$ cat src/rtl/multicycle_control.sv
// Multicycle controller: fetch/decode/execute FSM emitting datapath controls.
// Ports: clk, reset (async low), instruction/instrValid/zero/memReady in; control strobes and trap out.
module multicycle_control #(
  parameter int TIMEOUT = 255
) (
  input  logic        clk,
  input  logic        reset,
  input  logic [31:0] instruction,
  input  logic        instrValid,
  input  logic        zero,
  input  logic        memReady,
  output logic        irWrite,
  output logic        pcWrite,
  output logic        regWrite,
  output logic        regDst,
  output logic        memRead,
  output logic        memWrite,
  output logic        memToReg,
  output logic        aluSrc,
  output logic [3:0]  aluControl,
  output logic        jump,
  output logic        branchMuxSelect,
  output logic        jalSelect,
  output logic        jalSelect2,
  output logic        jrSelect,
  output logic        trap
);

  localparam int CW = (TIMEOUT < 2) ? 1 : $clog2(TIMEOUT + 1);
  localparam logic [CW-1:0] LAST = CW'(TIMEOUT - 1);

  localparam logic [3:0] ALU_AND = 4'b0000;
  localparam logic [3:0] ALU_OR  = 4'b0001;
  localparam logic [3:0] ALU_ADD = 4'b0010;
  localparam logic [3:0] ALU_SUB = 4'b0110;
  localparam logic [3:0] ALU_SLT = 4'b0111;

  localparam logic [4:0] OP_R    = 5'b00000;
  localparam logic [4:0] OP_J    = 5'b00001;
  localparam logic [4:0] OP_JAL  = 5'b00010;
  localparam logic [4:0] OP_BEQ  = 5'b00011;
  localparam logic [4:0] OP_BNE  = 5'b00100;
  localparam logic [4:0] OP_ADDI = 5'b00101;
  localparam logic [4:0] OP_LW   = 5'b00110;
  localparam logic [4:0] OP_SW   = 5'b00111;

  localparam logic [5:0] FN_ADD = 6'b100000;
  localparam logic [5:0] FN_SUB = 6'b100010;
  localparam logic [5:0] FN_AND = 6'b100100;
  localparam logic [5:0] FN_OR  = 6'b100101;
  localparam logic [5:0] FN_SLT = 6'b101010;
  localparam logic [5:0] FN_JR  = 6'b001000;

  typedef enum logic [2:0] {
    FETCH,
    DECODE,
    EXEC,
    MEMWAIT,
    WB,
    BRANCH,
    JUMP,
    TRAP
  } state_t;

  state_t         state;
  logic [4:0]     opR;
  logic [5:0]     fnR;
  logic [CW-1:0]  cnt;

  // Only opcode and funct matter to the controller.
  logic unusedBits;
  assign unusedBits = ^instruction[26:6];

  logic isR, fnAdd, fnSub, fnAnd, fnOr, fnSlt;
  logic isAluR, isJr, isJ, isJal, isBeq, isBne;
  logic isAddi, isLw, isSw, legal;
  logic toExec, toBranch;

  assign isR    = (opR == OP_R);
  assign fnAdd  = isR && (fnR == FN_ADD);
  assign fnSub  = isR && (fnR == FN_SUB);
  assign fnAnd  = isR && (fnR == FN_AND);
  assign fnOr   = isR && (fnR == FN_OR);
  assign fnSlt  = isR && (fnR == FN_SLT);
  assign isAluR = fnAdd | fnSub | fnAnd | fnOr | fnSlt;
  assign isJr   = isR && (fnR == FN_JR);
  assign isJ    = (opR == OP_J);
  assign isJal  = (opR == OP_JAL);
  assign isBeq  = (opR == OP_BEQ);
  assign isBne  = (opR == OP_BNE);
  assign isAddi = (opR == OP_ADDI);
  assign isLw   = (opR == OP_LW);
  assign isSw   = (opR == OP_SW);

  assign toExec   = isAluR | isAddi | isLw | isSw;
  assign toBranch = isBeq | isBne;
  assign legal    = toExec | toBranch | isJ | isJal | isJr;

  logic [3:0] rAluCtl;
  always_comb begin
    rAluCtl = ALU_ADD;
    unique case (1'b1)
      fnAdd:   rAluCtl = ALU_ADD;
      fnSub:   rAluCtl = ALU_SUB;
      fnAnd:   rAluCtl = ALU_AND;
      fnOr:    rAluCtl = ALU_OR;
      fnSlt:   rAluCtl = ALU_SLT;
      default: rAluCtl = ALU_ADD;
    endcase
  end

  logic [3:0] execAlu;
  assign execAlu = isAluR ? rAluCtl : ALU_ADD;

  always_ff @(posedge clk or negedge reset) begin
    if (!reset) begin
      state <= FETCH;
      opR   <= '0;
      fnR   <= '0;
      cnt   <= '0;
    end else begin
      case (state)
        FETCH: begin
          if (instrValid) begin
            opR   <= instruction[31:27];
            fnR   <= instruction[5:0];
            state <= DECODE;
          end
        end
        DECODE: begin
          if (!legal)        state <= TRAP;
          else if (toExec)   state <= EXEC;
          else if (toBranch) state <= BRANCH;
          else               state <= JUMP;
        end
        EXEC: begin
          cnt   <= '0;
          state <= (isLw | isSw) ? MEMWAIT : WB;
        end
        MEMWAIT: begin
          // A ready in the final allowed cycle still completes.
          if (memReady)         state <= isLw ? WB : FETCH;
          else if (cnt == LAST) state <= TRAP;
          else                  cnt   <= cnt + 1'b1;
        end
        WB:     state <= FETCH;
        BRANCH: state <= FETCH;
        JUMP:   state <= FETCH;
        TRAP:   state <= TRAP;
      endcase
    end
  end

  always_comb begin
    irWrite         = 1'b0;
    pcWrite         = 1'b0;
    regWrite        = 1'b0;
    regDst          = 1'b0;
    memRead         = 1'b0;
    memWrite        = 1'b0;
    memToReg        = 1'b0;
    aluSrc          = 1'b0;
    aluControl      = 4'b0000;
    jump            = 1'b0;
    branchMuxSelect = 1'b0;
    jalSelect       = 1'b0;
    jalSelect2      = 1'b0;
    jrSelect        = 1'b0;
    trap            = 1'b0;
    case (state)
      FETCH: begin
        // Gated by reset so nothing strobes while reset is held.
        irWrite = instrValid & reset;
      end
      DECODE: begin
      end
      EXEC: begin
        aluControl = execAlu;
        aluSrc     = isAddi | isLw | isSw;
      end
      MEMWAIT: begin
        memRead  = isLw;
        memWrite = isSw;
        pcWrite  = isSw & memReady;
      end
      WB: begin
        regWrite = 1'b1;
        pcWrite  = 1'b1;
        regDst   = isAluR;
        memToReg = isLw;
        // The ALU result is still the write-back source here.
        if (!isLw) begin
          aluControl = execAlu;
          aluSrc     = isAddi;
        end
      end
      BRANCH: begin
        aluControl      = ALU_SUB;
        pcWrite         = 1'b1;
        branchMuxSelect = (isBeq & zero) | (isBne & ~zero);
      end
      JUMP: begin
        pcWrite    = 1'b1;
        jump       = isJ | isJal;
        jalSelect  = isJal;
        jalSelect2 = isJal;
        regWrite   = isJal;
        jrSelect   = isJr;
      end
      TRAP: begin
        trap = 1'b1;
      end
    endcase
  end

endmodule

$ cat config.mk
export PLATFORM = sky130hd
export DESIGN_NAME = multicycle_control
export DESIGN_NICKNAME = d
export VERILOG_FILES = /design/src/rtl/multicycle_control.sv
export SDC_FILE = /design/constraint.sdc
export NUM_CORES = 1
export LEC_CHECK = 0
export BUFFER_PORTS_ARGS = -buffer_cell sky130_fd_sc_hd__buf_2
export CAP_MARGIN = 10
export CORE_MARGIN = 2
export CORE_UTILIZATION = 47
export DETAILED_ROUTE_END_ITERATION = 8
export GPL_TIMING_DRIVEN = 0
export PLACE_DENSITY = 0.77
export SYNTH_ARGS = -nofsm -noshare
export SYNTH_HDL_FRONTEND = slang
export SYNTH_SLANG_ARGS = --single-unit
export TNS_END_PERCENT = 1
$ cat constraint.sdc
create_clock -name clk -period 1.85 [get_ports clk]
set_input_delay 0.185 -clock clk [delete_from_list [all_inputs] [get_ports clk]]
set_output_delay 0.185 -clock clk [all_outputs]
set_load 0.01 [all_outputs]
-- After elaboration in Yosys (flattened, before gate mapping)
Index checks and enable logic that the tools add are counted.
- add/sub/neg operators: 1
- equal/unequal tests: 25
- muxes and demuxes: 30
- bitwise gates (word level): 22
- reductions and logical operators: 13
- operator list (cell ; number):
    6-bit == test (second input constant) ; 5
    3-bit 2-to-1 mux ; 7
    5-bit by 3-bit == test with 1-bit output (second input constant) ; 4
    3-bit one-hot mux with 6 select lines ; 1
    1-bit bitwise OR ; 17
    8-bit 2-to-1 mux ; 2
    8-bit one-hot mux with 2 select lines ; 1
    3-bit == test (second input constant) ; 4
    3-bit one-hot mux with 4 select lines ; 1
    4-bit one-hot mux with 3 select lines ; 1
    1-bit 2-to-1 mux ; 11
    5-bit by 2-bit == test with 1-bit output (second input constant) ; 2
    8-bit by 1-bit adder with 8-bit output (second input constant) ; 1
    8-bit == test (second input constant) ; 1
    4-bit 2-to-1 mux ; 2
    3-bit by 2-bit == test with 1-bit output (second input constant) ; 2
    6-bit by 4-bit == test with 1-bit output (second input constant) ; 1
    1-bit logical AND ; 6
    2-bit != test (second input constant) ; 3
    1-bit one-hot mux with 2 select lines ; 3
    5-bit by 1-bit == test with 1-bit output (second input constant) ; 1
    5-bit zero test ; 1
    1-bit AND ; 4
    2-bit AND reduction ; 2
    other kinds (8) ; 8
- bits in registers: 22
- input bits: 37

-- Longest topological paths before layout
- depth in word-level cells: 15
- mapped depth: 6

-- Worst setup path before layout
OpenSTA, ideal clock, no wires.
- path type: reg2out
- from: register opR[0]
- to: output port aluControl[0]
- arrival: 1.545 ns
- slack: 0.120 ns
- stages on the path, launching flop included: 5
- path buffers: 1
- cell sequence: dfrtp_1 > clkbuf_1 > nor4b_1 > and2_1 > nor4b_1
- cells in the longest elaborated chain, start to end: 9
- ends and longest elaborated chain (what ; RTL line ; text):
    start, declared ; 66 ; logic [4:0] opR;
    start signal, assigned ; 125 ; opR <= instruction[31:27];
    5-bit zero test ; 79 ; assign isR = (opR == OP_R);
    1-bit logical AND, on equally long branches ; 80, 81 ;
    1-bit bitwise OR (4 in series) ; 85 ; assign isAluR = fnAdd | fnSub | fnAnd | fnOr | fnSlt;
    4-bit 2-to-1 mux ; 113 ; assign execAlu = isAluR ? rAluCtl : ALU_ADD;
    4-bit 2-to-1 mux ; 192 ; if (!isLw) begin
    4-bit one-hot mux with 3 select lines (*) ; 170 ; case (state)
    end, declared ; 20 ; output logic [3:0] aluControl,
Every way passes the cells marked *; elsewhere a longest branch is shown, timed or not.

-- Worst setup path after layout
- from: register opR[1]
- to: output port aluControl[2]
Same word-level chain as after synthesis.

==> impl_results.md <==
- Wirelength per Cell: 16.1 um
- Fin cells: 234
- # fillers: 249
- DPL Wire Length: 2630 um
- Placed cell count: between 200 and 250
- First-pass GRT wire length: a little over 6000 um
- Grt peak-use layer: met2
- Maximum vdd drop: a little over 0.8 mV
- WP data arrival: 1.76 ns
- # clock sinks: 22
- Post-synth EDFFs: 0
- Sequential power share: 0.372
- Yosys warnings: 0
- Fmax: between 500 and 600 MHz
- CTS tree: built
- Worst skew pair latency: around 0.33 ns
- CP required: between 1.5 and 2 ns
- CP startpoint kind: flip-flop
- Max-slew headroom at the worst pin: 0.647
- Critical path class: flip-flop to output port
- Post-route minimum period: ~2 ns
- GRT Util Overall: 0.224
- Failing checks: setup timing
- Number of port buffers: 32
- Drt initial violations: 68
- Area Overhead vs Synth: 30.7%
- Die height: 59.5 um
- Synth cell types: 47
- Max-cap viol count: 0
- # diodes: 0
- Slowest cell on the critical path: dfrtp_2
- Area of the multi-input gates: 961 um2
- Post-synth ARST share: 1.00
- Std cell rows: 20
- Worst path cell trace: nor4b_4 > and2_1 > a31oi_1 > a21oi_1 > buf_2
- Vias per Instance: roughly 6
- Num CTS Buffers: 3
- Period Utilization, post-route: 1.05
- Pin count of the biggest net entering global routing: 24
- RSZ-0062 raised after global routing: yes
- Met2 global-route usage: 0.413
- Die X: 59.5 um
- Final Setup Violations: 10
- P_sw: 1180 uW
- Io pins: 55
- Synth Flop Type: dfrtp_1
- M1 GR Usage: 0.270
- Via count: 1404
- Sw frac: 0.435
- CTS Buffer Depth: 2
- Post-route ant nets: 0
- Setup ws final: -0.0952 ns
- Worst-path clk slew: ~0.13 ns
- Clock power frac: 0.105
- Clk_skew: 0.00568 ns
- Sequential cell area: 561 um2
- GRT overflow: 0
- M3 GR Usage: 0.0284
- H-tree depth: 1
- Post-layout nets: 241
- Initial antenna violation count: 0
- #FFs+latches synth: 22
- Share of layout cells above drive strength 1: 0.428
- Max incr delay on CP: around 0.50 ns
- Pins Over Slew Limit: 0
- Final GP Congestion: 0.859
- Worst hold-check path type: input port to flip-flop
- Vias in the first global route: 1413
- Syn nets: 198
- CP max FO: 7
- Internal: about 1500 uW
- Worst setup EP type: output port
- Initial DRT Pass Iterations: 4
- DRC Markers: 0
- Avg Inst Size Synth: 9.12 um2
- Fin. Hold Viols: 0
- Status: finished with violations
- Starting density of the core: 0.483
- Cells after Synth: 159
- Final wirelength: 3770 um
- Clk root buf: clkbuf_4
- Slew @ Worst Pin: 0.529 ns
- Power per cell area: 1430 nW/um2
- Die footprint: between 3000 and 4000 um2
- Synthesized area: 1450 um2
- CORE AREA: 3000 um2
- Setup total negative slack: -0.468 ns
- Post-synthesis sequential area ratio: 0.380
- Leakage: 0.000812 uW
- Part of the power in combinational logic: 0.524
critical path, delay by kind of cell, from the launching register on:
kind,cells,cell delay [ns]
simple gates,2,0.55
flops,1,0.50
compound gates,2,0.24
buf+inv,1,0.14
metal layers:
layer,up-vias,share of wire
met1,686,0.42
li1,672,-
met3,4,0.049
met2,42,0.52
met4,0,0.0085
met5,-,0
power groups by stage:
stage / Clock (uW) / Combinational [uW] / Sequential (uW)
6_report: 284 / 1420 / 1010
5_1_grt: 307 / 1540 / 1030
4_1_cts: 281 / 1360 / 992
3_5_place_dp: 0 / 1130 / 900
3_3_place_gp: 0 / 1090 / 881
2_1_floorplan: 0 / 868 / 845
what timing repair did:
action	4_1_cts	5_1_grt
hold buffers	1	0
resized for setup	35	7
setup buffers	7	0
setup endpoints to repair	24	17
endpoints found under the hold margin	22	0
pin swaps	3	1
through the flow:
step	total power, uW	hold slack [ns]	util	instance area [um2]	setup WS (ns)
after floorplan	1710	-0.111	-	1450	0.120
after global placement	1970	0.175	0.550	1650	-0.00676
after detailed placement	2030	0.189	0.550	1650	-0.101
after CTS	2640	0.0758	0.624	1870	-0.0504
after global routing	2880	0.0636	0.631	1900	-0.178
final	2710	0.0598	0.631	1900	-0.0952
final timing paths:
kind / start / to / slack [ns] / cells after the start
worst max-delay path: opR[1] / aluControl[2] / -0.1 / 5
worst min-delay path: instruction[28] / opR[1] / 0.06 / 3
worst max register to register: cnt[0] / cnt[1] / 0.14 / 6
worst min register to register: cnt[0] / cnt[0] / 0.54 / 1
max in group asynchronous: reset / opR[3] / 1.12 / 2
min in group asynchronous: reset / cnt[3] / 0.35 / 2
sequential cells by signal, summed over array words and instances, names as in the netlist:
name	cells
state	3
cnt	8
fnR	6
opR	5
final cells by class:
class / count / share of cell area
buffer: 7 / 0.0297
clock buffer: 4 / 0.0191
inverter: 3 / 0.00594
multi-input combinational: 125 / 0.507
sequential: 22 / 0.296
tap: 33 / 0.0218
timing repair buffer: 40 / 0.121
cells in the final DEF, fill, tap and decap left out, types with 7 or more instances in the layout:
cell,instances
nand3_1,9
buf_2,32
buf_4,10
nand2_1,13
mux2_2,10
dfrtp_2,8
dfrtp_1,14
nor2_1,11
a21oi_1,7
cell usage after synthesis (4+ instances only):
| master | instances | share of area |
|---|---|---|
| dfrtp_1 | 22 | 0.38 |
| nor3_1 | 7 | 0.024 |
| nand2_1 | 14 | 0.036 |
| a31oi_1 | 4 | 0.017 |
| nand2b_1 | 5 | 0.022 |
| nor2_1 | 12 | 0.031 |
| nand3_1 | 9 | 0.031 |
| a21oi_1 | 8 | 0.028 |
| mux2_2 | 10 | 0.078 |
| clkbuf_1 | 6 | 0.016 |
cells by family (layout without fill, tap and decap cells):
kind of cell | Yosys count | after routing | share of synthesized area
compound gates | 30 | 30 | 0.153
xor+xnor | 3 | 3 | 0.0181
fa+ha+maj | 2 | 2 | 0.0173
buf+inv | 12 | 54 | 0.0371
flops | 22 | 22 | 0.380
mux | 13 | 13 | 0.0984
other cells | 1 | 1 | 0.00259
simple gates | 76 | 76 | 0.294
Power figures use the tool's default switching activity.
